### config.mk
export PLATFORM = sky130hd
export DESIGN_NAME = bsg_fifo_rolly_packet_enq_flat
export DESIGN_NICKNAME = d
export VERILOG_FILES = /design/src/rtl/bsg_fifo_rolly_pkg.sv /design/src/rtl/bsg_fifo_rolly_packet_enq_if.sv /design/src/rtl/bsg_counter_sat_en.sv /design/src/rtl/bsg_fifo_rolly_packet_enq.sv /design/src/flat_wrapper.sv
export SDC_FILE = /design/constraint.sdc
export NUM_CORES = 1
export LEC_CHECK = 0
export BUFFER_PORTS_ARGS = -buffer_cell sky130_fd_sc_hd__buf_2
export CAP_MARGIN = 20
export CORE_MARGIN = 1.5
export CORE_UTILIZATION = 47
export CTS_CLUSTER_SIZE = 16
export DETAILED_ROUTE_END_ITERATION = 8
export PLACE_DENSITY = 0.74
export REMOVE_ABC_BUFFERS = 1
export SYNTH_ARGS = -nofsm -noshare
export SYNTH_HDL_FRONTEND = slang
export SYNTH_SLANG_ARGS = --single-unit
### constraint.sdc
create_clock -name clk_i -period 1.9 [get_ports clk_i]
set_input_delay 0.095 -clock clk_i [delete_from_list [all_inputs] [get_ports clk_i]]
set_output_delay 0.095 -clock clk_i [all_outputs]
set_load 0.05 [all_outputs]
### src/rtl/bsg_fifo_rolly_pkg.sv
// Shared types and constants for the rolly FIFO write-side packet controller.
//   state_e          : packet FSM states
//   sat_cnt_width_gp : width of the packet statistics counters
package bsg_fifo_rolly_pkg;

  typedef enum logic {
    e_recv,
    e_discard
  } state_e;

  localparam int sat_cnt_width_gp = 16;

endpackage

### src/rtl/bsg_fifo_rolly_packet_enq_if.sv
// Upstream beat stream into the packet enqueue controller.
//   v_i     : beat valid (producer -> controller)
//   data_i  : beat payload
//   last_i  : final beat of packet
//   err_i   : packet is bad, qualified by v_i
//   ready_o : controller accepts the beat when v_i & ready_o
// Signal names are from the controller's point of view.
interface bsg_fifo_rolly_packet_enq_if #(parameter int width_p = 8);

  logic               v_i;
  logic [width_p-1:0] data_i;
  logic               last_i;
  logic               err_i;
  logic               ready_o;

  modport master (output v_i, output data_i, output last_i, output err_i, input ready_o);
  modport slave  (input v_i, input data_i, input last_i, input err_i, output ready_o);

endinterface

### src/rtl/bsg_counter_sat_en.sv
// Saturating up-counter with enable.
//   clk_i   : clock
//   reset_i : synchronous active-high reset, clears the count
//   en_i    : increment this cycle
//   count_o : current count, sticks at all-ones
module bsg_counter_sat_en
  import bsg_fifo_rolly_pkg::*;
#(
  parameter int width_p = sat_cnt_width_gp
) (
  input  logic               clk_i,
  input  logic               reset_i,
  input  logic               en_i,
  output logic [width_p-1:0] count_o
);

  always_ff @(posedge clk_i) begin
    if (reset_i)
      count_o <= '0;
    else if (en_i && (count_o != '1))
      count_o <= count_o + width_p'(1);
  end

endmodule

### src/rtl/bsg_fifo_rolly_packet_enq.sv
// Write-side packet controller for the rolly FIFO. Accepts a beat stream,
// writes beats into the FIFO and commits whole good packets atomically;
// bad, oversize or flushed packets are dropped so the reader never sees them.
//   clk_i, reset_i     : clock, synchronous active-high reset
//   in_if              : upstream beat stream (slave side)
//   flush_i            : abort the in-progress packet
//   full_i             : tracker full
//   enq_o              : write w_data_o at the tracker write pointer
//   commit_o / drop_o  : tracker commit / drop of the pending packet
//   w_data_o           : FIFO memory write data (passthrough of data_i)
//   pkt_commit_cnt_o   : committed packets, saturating
//   pkt_drop_cnt_o     : dropped packets (any cause), saturating
//
// state     | meaning
// ----------+---------------------------------------------------------
// e_recv    | receiving; cnt_r beats of current packet written (0 = idle)
// e_discard | swallowing the rest of a dropped packet up to its last beat
module bsg_fifo_rolly_packet_enq
  import bsg_fifo_rolly_pkg::*;
#(
  parameter int width_p   = 8,
  parameter int lg_size_p = 2
) (
  input  logic                        clk_i,
  input  logic                        reset_i,
  bsg_fifo_rolly_packet_enq_if.slave  in_if,
  input  logic                        flush_i,
  input  logic                        full_i,
  output logic                        enq_o,
  output logic                        commit_o,
  output logic                        drop_o,
  output logic [width_p-1:0]          w_data_o,
  output logic [sat_cnt_width_gp-1:0] pkt_commit_cnt_o,
  output logic [sat_cnt_width_gp-1:0] pkt_drop_cnt_o
);

  localparam int els_lp   = 1 << lg_size_p;
  localparam int cnt_w_lp = lg_size_p + 1;

  state_e              state_r, state_n;
  logic [cnt_w_lp-1:0] cnt_r, cnt_n;
  logic                oversize;
  logic                ready;

  assign oversize = (cnt_r == cnt_w_lp'(els_lp));
  assign w_data_o = in_if.data_i;
  assign in_if.ready_o = ready;

  always_ff @(posedge clk_i) begin
    if (reset_i) begin
      state_r <= e_recv;
      cnt_r   <= '0;
    end else begin
      state_r <= state_n;
      cnt_r   <= cnt_n;
    end
  end

  always_comb begin
    state_n  = state_r;
    cnt_n    = cnt_r;
    ready    = 1'b0;
    enq_o    = 1'b0;
    commit_o = 1'b0;
    drop_o   = 1'b0;

    case (state_r)
      e_recv: begin
        if (flush_i) begin
          if (cnt_r != '0) begin
            drop_o  = 1'b1;
            cnt_n   = '0;
            state_n = e_discard;
          end
        end else begin
          // An oversize packet is dropped regardless of full: nothing is
          // written, so there is no reason to stall the producer.
          ready = ~full_i | oversize;
          if (in_if.v_i && ready) begin
            if (in_if.err_i || oversize) begin
              drop_o  = 1'b1;
              cnt_n   = '0;
              state_n = in_if.last_i ? e_recv : e_discard;
            end else if (in_if.last_i) begin
              // commit covers the beat written in this same cycle
              enq_o    = 1'b1;
              commit_o = 1'b1;
              cnt_n    = '0;
            end else begin
              enq_o = 1'b1;
              cnt_n = cnt_r + cnt_w_lp'(1);
            end
          end
        end
      end
      default: begin
        if (!flush_i) begin
          ready = 1'b1;
          if (in_if.v_i && in_if.last_i)
            state_n = e_recv;
        end
      end
    endcase
  end

  bsg_counter_sat_en #(.width_p(sat_cnt_width_gp)) commit_ctr (
    .clk_i   (clk_i),
    .reset_i (reset_i),
    .en_i    (commit_o),
    .count_o (pkt_commit_cnt_o)
  );

  bsg_counter_sat_en #(.width_p(sat_cnt_width_gp)) drop_ctr (
    .clk_i   (clk_i),
    .reset_i (reset_i),
    .en_i    (drop_o),
    .count_o (pkt_drop_cnt_o)
  );

endmodule

### src/flat_wrapper.sv
// flat-port wrapper written by rule: the top's interface ports become plain ports
module bsg_fifo_rolly_packet_enq_flat import bsg_fifo_rolly_pkg::*;
#(
  parameter int width_p   = 8,
  parameter int lg_size_p = 2
)
  (clk_i, reset_i, flush_i, full_i, enq_o, commit_o, drop_o, w_data_o, pkt_commit_cnt_o, pkt_drop_cnt_o, in_if_v_i, in_if_data_i, in_if_last_i, in_if_err_i, in_if_ready_o);
  bsg_fifo_rolly_packet_enq_if #(.width_p(width_p)) in_if_i ();
  input  logic clk_i;
  input  logic reset_i;
  input  logic flush_i;
  input  logic full_i;
  output logic enq_o;
  output logic commit_o;
  output logic drop_o;
  output logic [width_p-1:0] w_data_o;
  output logic [sat_cnt_width_gp-1:0] pkt_commit_cnt_o;
  output logic [sat_cnt_width_gp-1:0] pkt_drop_cnt_o;
  input wire logic [$bits(in_if_i.v_i)-1:0] in_if_v_i;
  input wire logic [$bits(in_if_i.data_i)-1:0] in_if_data_i;
  input wire logic [$bits(in_if_i.last_i)-1:0] in_if_last_i;
  input wire logic [$bits(in_if_i.err_i)-1:0] in_if_err_i;
  output wire logic [$bits(in_if_i.ready_o)-1:0] in_if_ready_o;
  assign in_if_i.v_i = in_if_v_i;
  assign in_if_i.data_i = in_if_data_i;
  assign in_if_i.last_i = in_if_last_i;
  assign in_if_i.err_i = in_if_err_i;
  assign in_if_ready_o = in_if_i.ready_o;
  bsg_fifo_rolly_packet_enq #(.width_p(width_p), .lg_size_p(lg_size_p)) u_core (.clk_i(clk_i), .reset_i(reset_i), .in_if(in_if_i), .flush_i(flush_i), .full_i(full_i), .enq_o(enq_o), .commit_o(commit_o), .drop_o(drop_o), .w_data_o(w_data_o), .pkt_commit_cnt_o(pkt_commit_cnt_o), .pkt_drop_cnt_o(pkt_drop_cnt_o));
endmodule
==> impl_results.md, run 1 <==
- Met2 routed WL: 2530 µm
- Most frequent cells after synthesis: dfxtp_1, nor2_1, xnor2_1, nand2_1
- Critical path depth in cells: 8
- Largest area contributor in the netlist: dfxtp_1
- Final Wtd Congestion: 0.863
- Unrepaired setup endpoints after global routing: yes
- Hold Violations, Final: 0
- Maximum level of the CTS H-tree: 2
- Number of port buffers: 42
- Number of DRC markers in iteration 0: 136
- Crit path buf inv count: 4
- Clock Skew: roughly 7.6 ps
- CP max stage cell: dfxtp_2
- Comb power frac: 0.096
- Pwr Total: 1.47 mW
- Mapped cell area: 2090 µm²
- Setup ws final: -10.7 ps
- Wl on met1: 2220 µm
- WP data required: 1800 ps
- Top delay family on crit path: buffers and inverters
- Clk_lat worst skew: 290 ps
- Max_cap viols: 0
- Die ar.: 4850 µm²
- Clk slew on worst S/H paths: 60 ps
- Pre-CTS WS: -101 ps
- Multi-input logic area: 1350 µm²
- Synth async-reset ratio: 0
- Crit Path Category: reg2out
- Layout filler cell count: 373
- Num CTS Buffers: 5
- DRT antenna net count: 0
- Hold-fix buffers, CTS: 0
- Post-synth EDFFs: 0
- Library cells used by synthesis: 51
- First-pass GRT wire length: 8160 µm
- Top_reg_cell synth: dfxtp_1
- First drt pass iteration count: 4
- Final slew viol count: 0
- Crit path top cell by count: buf_6
- Max Freq: 523 MHz
- Clock Power Share: 0.385
- Post-DP HPWL: 3400 µm
- Hold_ws: around 130 ps
- Area grow syn2layout: 31.9%
- Tightest Pin Transition: just over 400 ps
- Initial antenna violation count: 0
- Clock root buffer master: clkbuf_8
- Setup TNS: -10.7 ps
- Post-placement cell area: 2440 µm²
- Initial Utilization: 0.483
- Vias: a little under 2000
- Tot GR Track Use: 0.202
- Startpoint Class: flop
- Layout cells sized above 1: 0.394
- DR vias/cell: 5.58
- Period utilisation layout: 1.01
- TritonCTS clock tree: yes
- Failing checks: setup timing
- Sequential Power Share: 0.519
- Psw: 0.362 mW
- Core footprint: 4320 µm²
- Worst Setup End Kind: output pin
- Rows: 24
- Sequential area share after synthesis: 0.345
- Die Ht: just under 70 µm
- Hold crit path type: in2reg
- Register Area: a little over 700 µm²
- Cell area after layout: between 2000 and 3000 µm²
- Vias in the first global route: 1853
- Relative slew slack: 0.719
- R2r worst-path depth: 7
- ANT cells: 0
- Metal3 WL: 285 µm
- Leakage: approximately 1.2 nW
- Outcome: finished with violations
- Io pins: around 60
- CP max stage delay: 340 ps
- Final wirelength: 5110 µm
- Hold depth: 3
- GR Overflow Total: 0
- Die Width: 69.6 µm
- Syn Inst Count: approximately 240
- Peak VDD IR: 637 µV
- Clock net sink count: 36
- Switching Fraction: 0.246
- DR top layer: met4
- Nets: 320
- DRC errors left: 0
- Avg Cell Area, Syn: between 8 and 9 µm²
- Post-synth top area share: 0.345
- Worst Path Max Fanout: 6
- Pwr per Cell Area: 534 nW/µm²
- CTS Buffer Depth: 2
- Crit-path cells: inv_2 -> ha_4 -> a21o_4 -> a311oi_2 -> buf_4 -> buf_6 -> nor2_4 -> buf_6
- Synth area leaders: dfxtp_1, xnor2_1, nor2_1, buf_4, nand2_1
- Min cycle time layout: ~1900 ps
- Yosys reg bits: 36
- Pint: 1.11 mW
- Largest net degree at the start of global routing: 26
- Ys Warns: 0
- Final setup violation count: 1
- Per-cell routed wire length: 14.4 µm
- Arr. time, crit path: 1820 ps
-- power groups by stage --
stage	clock network, mW	logic, mW	registers [mW]
after CTS	0.572	0.119	0.762
final	0.567	0.141	0.763
after global routing	0.612	0.151	0.762
after global placement	0	0.109	0.779
after detailed placement	0	0.111	0.780
after floorplan	0	0.0511	0.787
-- cells by family after synthesis --
kind of cell / count (synthesis) / share of synthesized area
and+or+nand+nor: 120 / 0.356
xor gates and xnor gates: 18 / 0.0755
muxes: 7 / 0.0366
AOI/OAI and AO/OA: 26 / 0.0887
buffers and inverters: 26 / 0.0737
DFF: 36 / 0.345
adders and majority gates: 4 / 0.0240
-- layer usage --
metal  vias up  global-route usage
met1       947               0.243
met3         7              0.0552
met2        56               0.344
met4         0              0.0769
li1        966                   -
met5         -                   0
-- worst paths after layout --
check / start / endpoint / slack (ps)
worst max-delay path: u_core.cnt_r[1] / drop_o / -10
worst min-delay path: in_if_v_i / u_core.state_r / 130
worst max register to register: u_core.cnt_r[1] / u_core.commit_ctr.count_o[7] / 10
worst min register to register: u_core.commit_ctr.count_o[9] / u_core.commit_ctr.count_o[9] / 540
-- cell type report --
class	count	area share
Clock buffer	8	0.0327
Inverter	7	0.00955
Multi-Input combinational cell	175	0.489
Sequential cell	36	0.263
Tap cell	52	0.0236
Timing Repair Buffer	76	0.182
-- flip-flops by register name, summed over array words and instances, names as in the netlist --
register	cells
u_core.commit_ctr.count_o	16
u_core.state_r	1
u_core.cnt_r	3
u_core.drop_ctr.count_o	16
-- stage by stage --
| step | instances | util |
|---|---|---|
| finish | 354 | 0.637 |
| detailed placement | 340 | 0.565 |
| global placement | 340 | 0.565 |
| CTS | 349 | 0.603 |
| floorplan | 218 | - |
| global route | 354 | 0.637 |
-- worst reg2reg max path, delay by kind of cell (launching register included) --
| family | cells | cell delay, ps |
|---|---|---|
| flip-flops | 1 | 340 |
| AND/OR/NAND/NOR | 2 | 550 |
| adder cells (fa/ha/maj) | 1 | 170 |
| AO/OA/AOI/OAI | 2 | 500 |
| buffers and inverters | 2 | 270 |
-- what timing repair did --
| item | 4_1_cts | 5_1_grt |
|---|---|---|
| pin swaps | 3 | 9 |
| endpoints found under the setup margin | 23 | 25 |
| resized for setup | 14 | 22 |
| setup buffers | 1 | 5 |
-- cell usage in the layout (no fill, tap or decap), types with 5 or more instances in the layout --
cell type	count
a21oi_1	9
and3_1	7
buf_2	40
buf_4	30
buf_6	5
clkbuf_8	6
dfxtp_1	34
inv_1	5
mux2i_1	5
nand2_1	15
nand3_1	8
nand4_1	8
nor2_1	35
nor3_1	5
nor4_4	6
xnor2_1	17
No activity file was read; power rests on OpenSTA's default activity.
==> inputs of run 2 (changes only) <==
--- a/config.mk
+++ b/config.mk
@@ -8,10 +8,11 @@
 export BUFFER_PORTS_ARGS = -buffer_cell sky130_fd_sc_hd__buf_2
 export CAP_MARGIN = 20
 export CORE_MARGIN = 1.5
-export CORE_UTILIZATION = 47
+export CORE_UTILIZATION = 52
+export CTS_CLUSTER_DIAMETER = 50
 export CTS_CLUSTER_SIZE = 16
 export DETAILED_ROUTE_END_ITERATION = 8
-export PLACE_DENSITY = 0.74
+export PLACE_DENSITY = 0.78
 export REMOVE_ABC_BUFFERS = 1
 export SYNTH_ARGS = -nofsm -noshare
 export SYNTH_HDL_FRONTEND = slang
==> constraint.sdc (replaced) <==
create_clock -name clk_i -period 1.8 [get_ports clk_i]
set_input_delay 0.09 -clock clk_i [delete_from_list [all_inputs] [get_ports clk_i]]
set_output_delay 0.09 -clock clk_i [all_outputs]
set_load 0.05 [all_outputs]
==> run 2 against run 1 <==
Net effect:
- the flow still finishes with violations (setup timing)
- via count grew 4.9%
- cell area grew 5.5%
- count of clock-buffer cells in the layout shrank 3
- power up 0.76%
- combinational power rose by 11%
- register-to-register slack worse by 130 ps
- critical path depth down 2
- critical endpoint is now u_core.commit_ctr.count_o[15]
==> impl_results.md, run 2 (same netlist as run 1, synthesis figures left out) <==
- Worst Setup End Kind: flop
- Final Wtd Congestion: around 0.83
- Final slew viol count: 0
- Core footprint: 3740 µm²
- Nets: 330
- GR Overflow Total: 0
- Clk slew on worst S/H paths: 60 ps
- Largest registers: u_core.commit_ctr.count_o (16), u_core.drop_ctr.count_o (16), u_core.cnt_r (3)
- DRT antenna net count: 0
- Layout cells sized above 1: 0.463
- TritonCTS clock tree: yes
- Worst Path Max Fanout: 5
- Hold crit path type: in2reg
- First-pass GRT wire length: 8940 µm
- Number of DRC markers in iteration 0: 97
- Clk_lat worst skew: 290 ps
- Peak VDD IR: 489 µV
- Hold depth: 3
- Clock root buffer master: clkbuf_8
- DR vias/cell: 5.80
- Relative slew slack: 0.668
- Hold-fix buffers, CTS: 0
- Post-DP HPWL: around 3700 µm
- Period utilisation layout: 1.07
- Arr. time, crit path: 2110 ps
- Vias: 2072
- Die Width: 66.4 µm
- Rows: 22
- Initial Utilization: 0.557
- Cell area after layout: 2900 µm²
- Setup ws final: -123 ps
- Maximum level of the CTS H-tree: 2
- Io pins: 59
- Number of port buffers: 42
- Pwr Total: 1.48 mW
- Die ar.: ~4400 µm²
- Die Ht: roughly 66 µm
- Clock net sink count: 36
- Clock Skew: between 7 and 8 ps
- Vias in the first global route: 2021
- CTS Buffer Depth: 2
- Largest net degree at the start of global routing: 20
- Hold Violations, Final: 0
- Min cycle time layout: between 1500 and 2000 ps
- WP data required: 1980 ps
- R2r worst-path depth: 6
- Tot GR Track Use: 0.266
- Area grow syn2layout: 39.1%
- Commonest non-fill, non-tap cells in the layout: buf_2, buf_4, nor2_1, dfxtp_1, xnor2_1
- Pwr per Cell Area: between 500 and 600 nW/µm²
- Post-placement cell area: 2510 µm²
- ANT cells: 0
- DRC errors left: 0
- Initial antenna violation count: 0
- Per-cell routed wire length: 16.7 µm
- Unrepaired setup endpoints after global routing: yes
- Commonest non-fill, non-tap cell in the layout: buf_2
- Leakage: about 1.2 nW
- Startpoint Class: flop
- Outcome: finished with violations
- Final wirelength: 5970 µm
- Max_cap viols: 0
- Final setup violation count: 23
- Failing checks: setup timing
- Num CTS Buffers: 5
- Crit Path Category: reg2reg
- First drt pass iteration count: 4
- Tightest Pin Transition: 491 ps
- Max Freq: 520 MHz
- Fin util: 0.775
[run 2: what timing repair did]
action | in CTS | in global routing
resized for setup | 27 | 33
setup buffers | 5 | 2
setup endpoints to repair | 36 | 37
pin swaps | 10 | 15
[run 2: critical path, cell delays in order (launching register included)]
cell	delay, ps
dfxtp_1	360
buf_4	170
nor4bb_1	470
nand4_4	210
nor4_2	260
a21oi_1	120
a31o_2	220
[run 2: final timing paths]
| kind | from | end | slack (ps) |
|---|---|---|---|
| min reg2reg | u_core.commit_ctr.count_o[6] | u_core.commit_ctr.count_o[6] | 550 |
| max reg2reg | u_core.state_r | u_core.commit_ctr.count_o[15] | -120 |
| max | u_core.state_r | u_core.commit_ctr.count_o[15] | -120 |
| min | in_if_v_i | u_core.state_r | 150 |
[run 2: area by class of cell]
cell class | instances | area [µm²]
clock buffer | 5 | 68.8
tap | 48 | 60.1
timing repair buffer | 86 | 594
sequential | 36 | 723
fill | 258 | 841
multi-input combinational | 175 | 1430
inverter | 7 | 26.3
[run 2: through the flow]
stage,setup TNS [ps],instances,setup slack [ps],hold WS (ps)
2_1_floorplan,-15510,218,-981,159
3_3_place_gp,-1090,346,-143,181
3_5_place_dp,-3280,346,-200,181
4_1_cts,-148,356,-40.4,118
5_1_grt,-4070,357,-223,180
6_report,-1030,357,-123,153
[run 2: power by group]
part | internal, mW | total [mW] | switching (mW)
sequential | 0.800 | 0.804 | 0.00365
combinational | 0.0570 | 0.157 | 0.0995
clock | 0.249 | 0.521 | 0.272
total | 1.11 | 1.48 | 0.375
[run 2: metal layers]
| metal | GRT usage | part of all wire | vias to the layer above |
|---|---|---|---|
| met1 | 0.294 | 0.42 | 992 |
| li1 | - | - | 984 |
| met4 | 0.128 | 0.027 | 0 |
| met3 | 0.0716 | 0.050 | 20 |
| met2 | 0.469 | 0.50 | 76 |
| met5 | 0 | 0 | - |
==> inputs of run 3 (changes only) <==
--- a/config.mk
+++ b/config.mk
@@ -8,11 +8,11 @@
 export BUFFER_PORTS_ARGS = -buffer_cell sky130_fd_sc_hd__buf_2
 export CAP_MARGIN = 20
 export CORE_MARGIN = 1.5
-export CORE_UTILIZATION = 52
+export CORE_UTILIZATION = 53
 export CTS_CLUSTER_DIAMETER = 50
 export CTS_CLUSTER_SIZE = 16
 export DETAILED_ROUTE_END_ITERATION = 8
-export PLACE_DENSITY = 0.78
+export PLACE_DENSITY = 0.79
 export REMOVE_ABC_BUFFERS = 1
 export SYNTH_ARGS = -nofsm -noshare
 export SYNTH_HDL_FRONTEND = slang
==> constraint.sdc (replaced) <==
create_clock -name clk_i -period 2.5 [get_ports clk_i]
set_input_delay 0.125 -clock clk_i [delete_from_list [all_inputs] [get_ports clk_i]]
set_output_delay 0.125 -clock clk_i [all_outputs]
set_load 0.05 [all_outputs]
==> run 3 against run 2 <==
Net effect:
- cell count is 11% lower
- count of clock-buffer cells in the layout is 2 higher
- the run now ends clean
- worst hold slack better by 2.4 ps
- sequential power is 28% lower
- clock skew is 3.7 ps lower
- sequential cell count stayed put
- largest cell class unchanged
- largest power group unchanged
- routed wire length is 30% lower
==> impl_results.md, run 3 (same netlist as run 1, synthesis figures left out) <==
- WP data required: between 2000 and 2500 ps
- Worst Setup End Kind: output pin
- Number of DRC markers in iteration 0: 94
- Io pins: 59
- Clock Skew: 3.71 ps
- Peak VDD IR: 278 µV
- Hold crit path type: in2reg
- Number of port buffers: 42
- Largest registers: u_core.commit_ctr.count_o (16), u_core.drop_ctr.count_o (16), u_core.cnt_r (3)
- Clk_lat worst skew: 290 ps
- Nets: 290
- Final Wtd Congestion: 0.883
- Clk slew on worst S/H paths: 60 ps
- Min cycle time layout: 2170 ps
- Post-DP HPWL: 3030 µm
- DR vias/cell: between 5 and 6
- Final slew viol count: 0
- Final setup violation count: 0
- Outcome: completed
- Max Freq: 461 MHz
- First drt pass iteration count: 4
- Leakage: 0.987 nW
- Core footprint: 3720 µm²
- Die ar.: roughly 4300 µm²
- Arr. time, crit path: between 2000 and 2500 ps
- GR Overflow Total: 0
- Pwr per Cell Area: 466 nW/µm²
- Initial Utilization: 0.562
- Clock net sink count: 36
- DRT antenna net count: 0
- R2r worst-path depth: 7
- Startpoint Class: flop
- Setup TNS: 0 ps
- Rows: 22
- Largest net degree at the start of global routing: 31
- Die Ht: 65.8 µm
- Layout filler cell count: 349
- Vias: 1812
- Area grow syn2layout: 12.9%
- Hold Violations, Final: 0
- Layout cells sized above 1: 0.273
- Relative slew slack: 0.656
- Per-cell routed wire length: about 13 µm
- Unrepaired setup endpoints after global routing: no
- Hold-fix buffers, CTS: 0
- Commonest non-fill, non-tap cell in the layout: buf_2
- DRC errors left: 0
- Max_cap viols: 0
- Tightest Pin Transition: 516 ps
- Setup ws final: 329 ps
- Crit-path cells: inv_1 -> ha_1 -> a21o_2 -> a311oi_2 -> nor2_1 -> buf_2
- TritonCTS clock tree: yes
- Die Width: 65.8 µm
- Clock root buffer master: clkbuf_8
- CP max stage cell: a311oi_2
- Maximum level of the CTS H-tree: 2
- Period utilisation layout: 0.869
- First-pass GRT wire length: 7200 µm
- Commonest non-fill, non-tap cells in the layout: buf_2, nor2_1, dfxtp_1, xnor2_1, nand2_1
- ANT cells: 0
- Initial antenna violation count: 0
- Pre-CTS WS: 324 ps
- Hold depth: 3
- Worst Path Max Fanout: 4
- Tot GR Track Use: 0.210
- Final wirelength: 4210 µm
- Vias in the first global route: 1677
- Setup repair bufs after CTS: 0
- Num CTS Buffers: 5
- CP max stage delay: 470 ps
- Crit Path Category: reg2out
- CTS Buffer Depth: 2
- PostCTS Resize Cnt: 0
## run 3: cell types whose count changed in the layout (fill, tap and decap cells not counted), moves of 4 or more
cell and change:
a21oi_2 -4, a21oi_1 +4, nor4_4 -5, nor4_1 +9, buf_4 -34, buf_6 -7
nor4_2 -4
## run 3: path summary, 6_finish.rpt
check,from,end,slack (ps)
worst min-delay path,in_if_v_i,u_core.state_r,160
worst max register to register,u_core.cnt_r[0],u_core.commit_ctr.count_o[3],330
worst max-delay path,u_core.cnt_r[0],drop_o,330
worst min register to register,u_core.cnt_r[1],u_core.cnt_r[1],470
## run 3: cell type report
class | instances | area (µm²) | area share
multi-input cells | 175 | 1210 | 0.515
flip-flops and latches | 36 | 721 | 0.306
repair buffers | 46 | 240 | 0.102
clock buffers | 7 | 96.3 | 0.0409
well taps | 48 | 60.1 | 0.0255
inverters | 7 | 26.3 | 0.0112
## run 3: critical path: cells and delay by family, from the launching register on
| kind | cells | cell delay (ps) |
|---|---|---|
| simple gates | 1 | 130 |
| flops | 1 | 370 |
| fa+ha+maj | 1 | 260 |
| compound gates | 2 | 690 |
| buf+inv | 2 | 300 |
## run 3: layer usage
layer,part of all wire,GRT usage,wire length (µm)
met1,0.44,0.253,1860
met2,0.48,0.356,2040
met3,0.058,0.0582,246
met4,0.016,0.0755,66
met5,0,0,0
## run 3: power by group
part / leakage (nW) / switching [mW] / internal, mW
logic: 0.646 / 0.0528 / 0.0241
clock network: 0.0503 / 0.195 / 0.245
registers: 0.290 / 0.00418 / 0.576
total: 0.987 / 0.252 / 0.846
## run 3: per-stage QoR
step	instances	cell area [µm²]	util	power (mW)	hold WS [ps]
finish	319	2360	0.634	1.10	155
global route	319	2360	0.634	1.15	201
CTS	319	2360	0.634	1.11	155
detailed placement	312	2260	0.608	0.670	251
global placement	312	2260	0.608	0.669	251
floorplan	218	1960	-	0.637	194
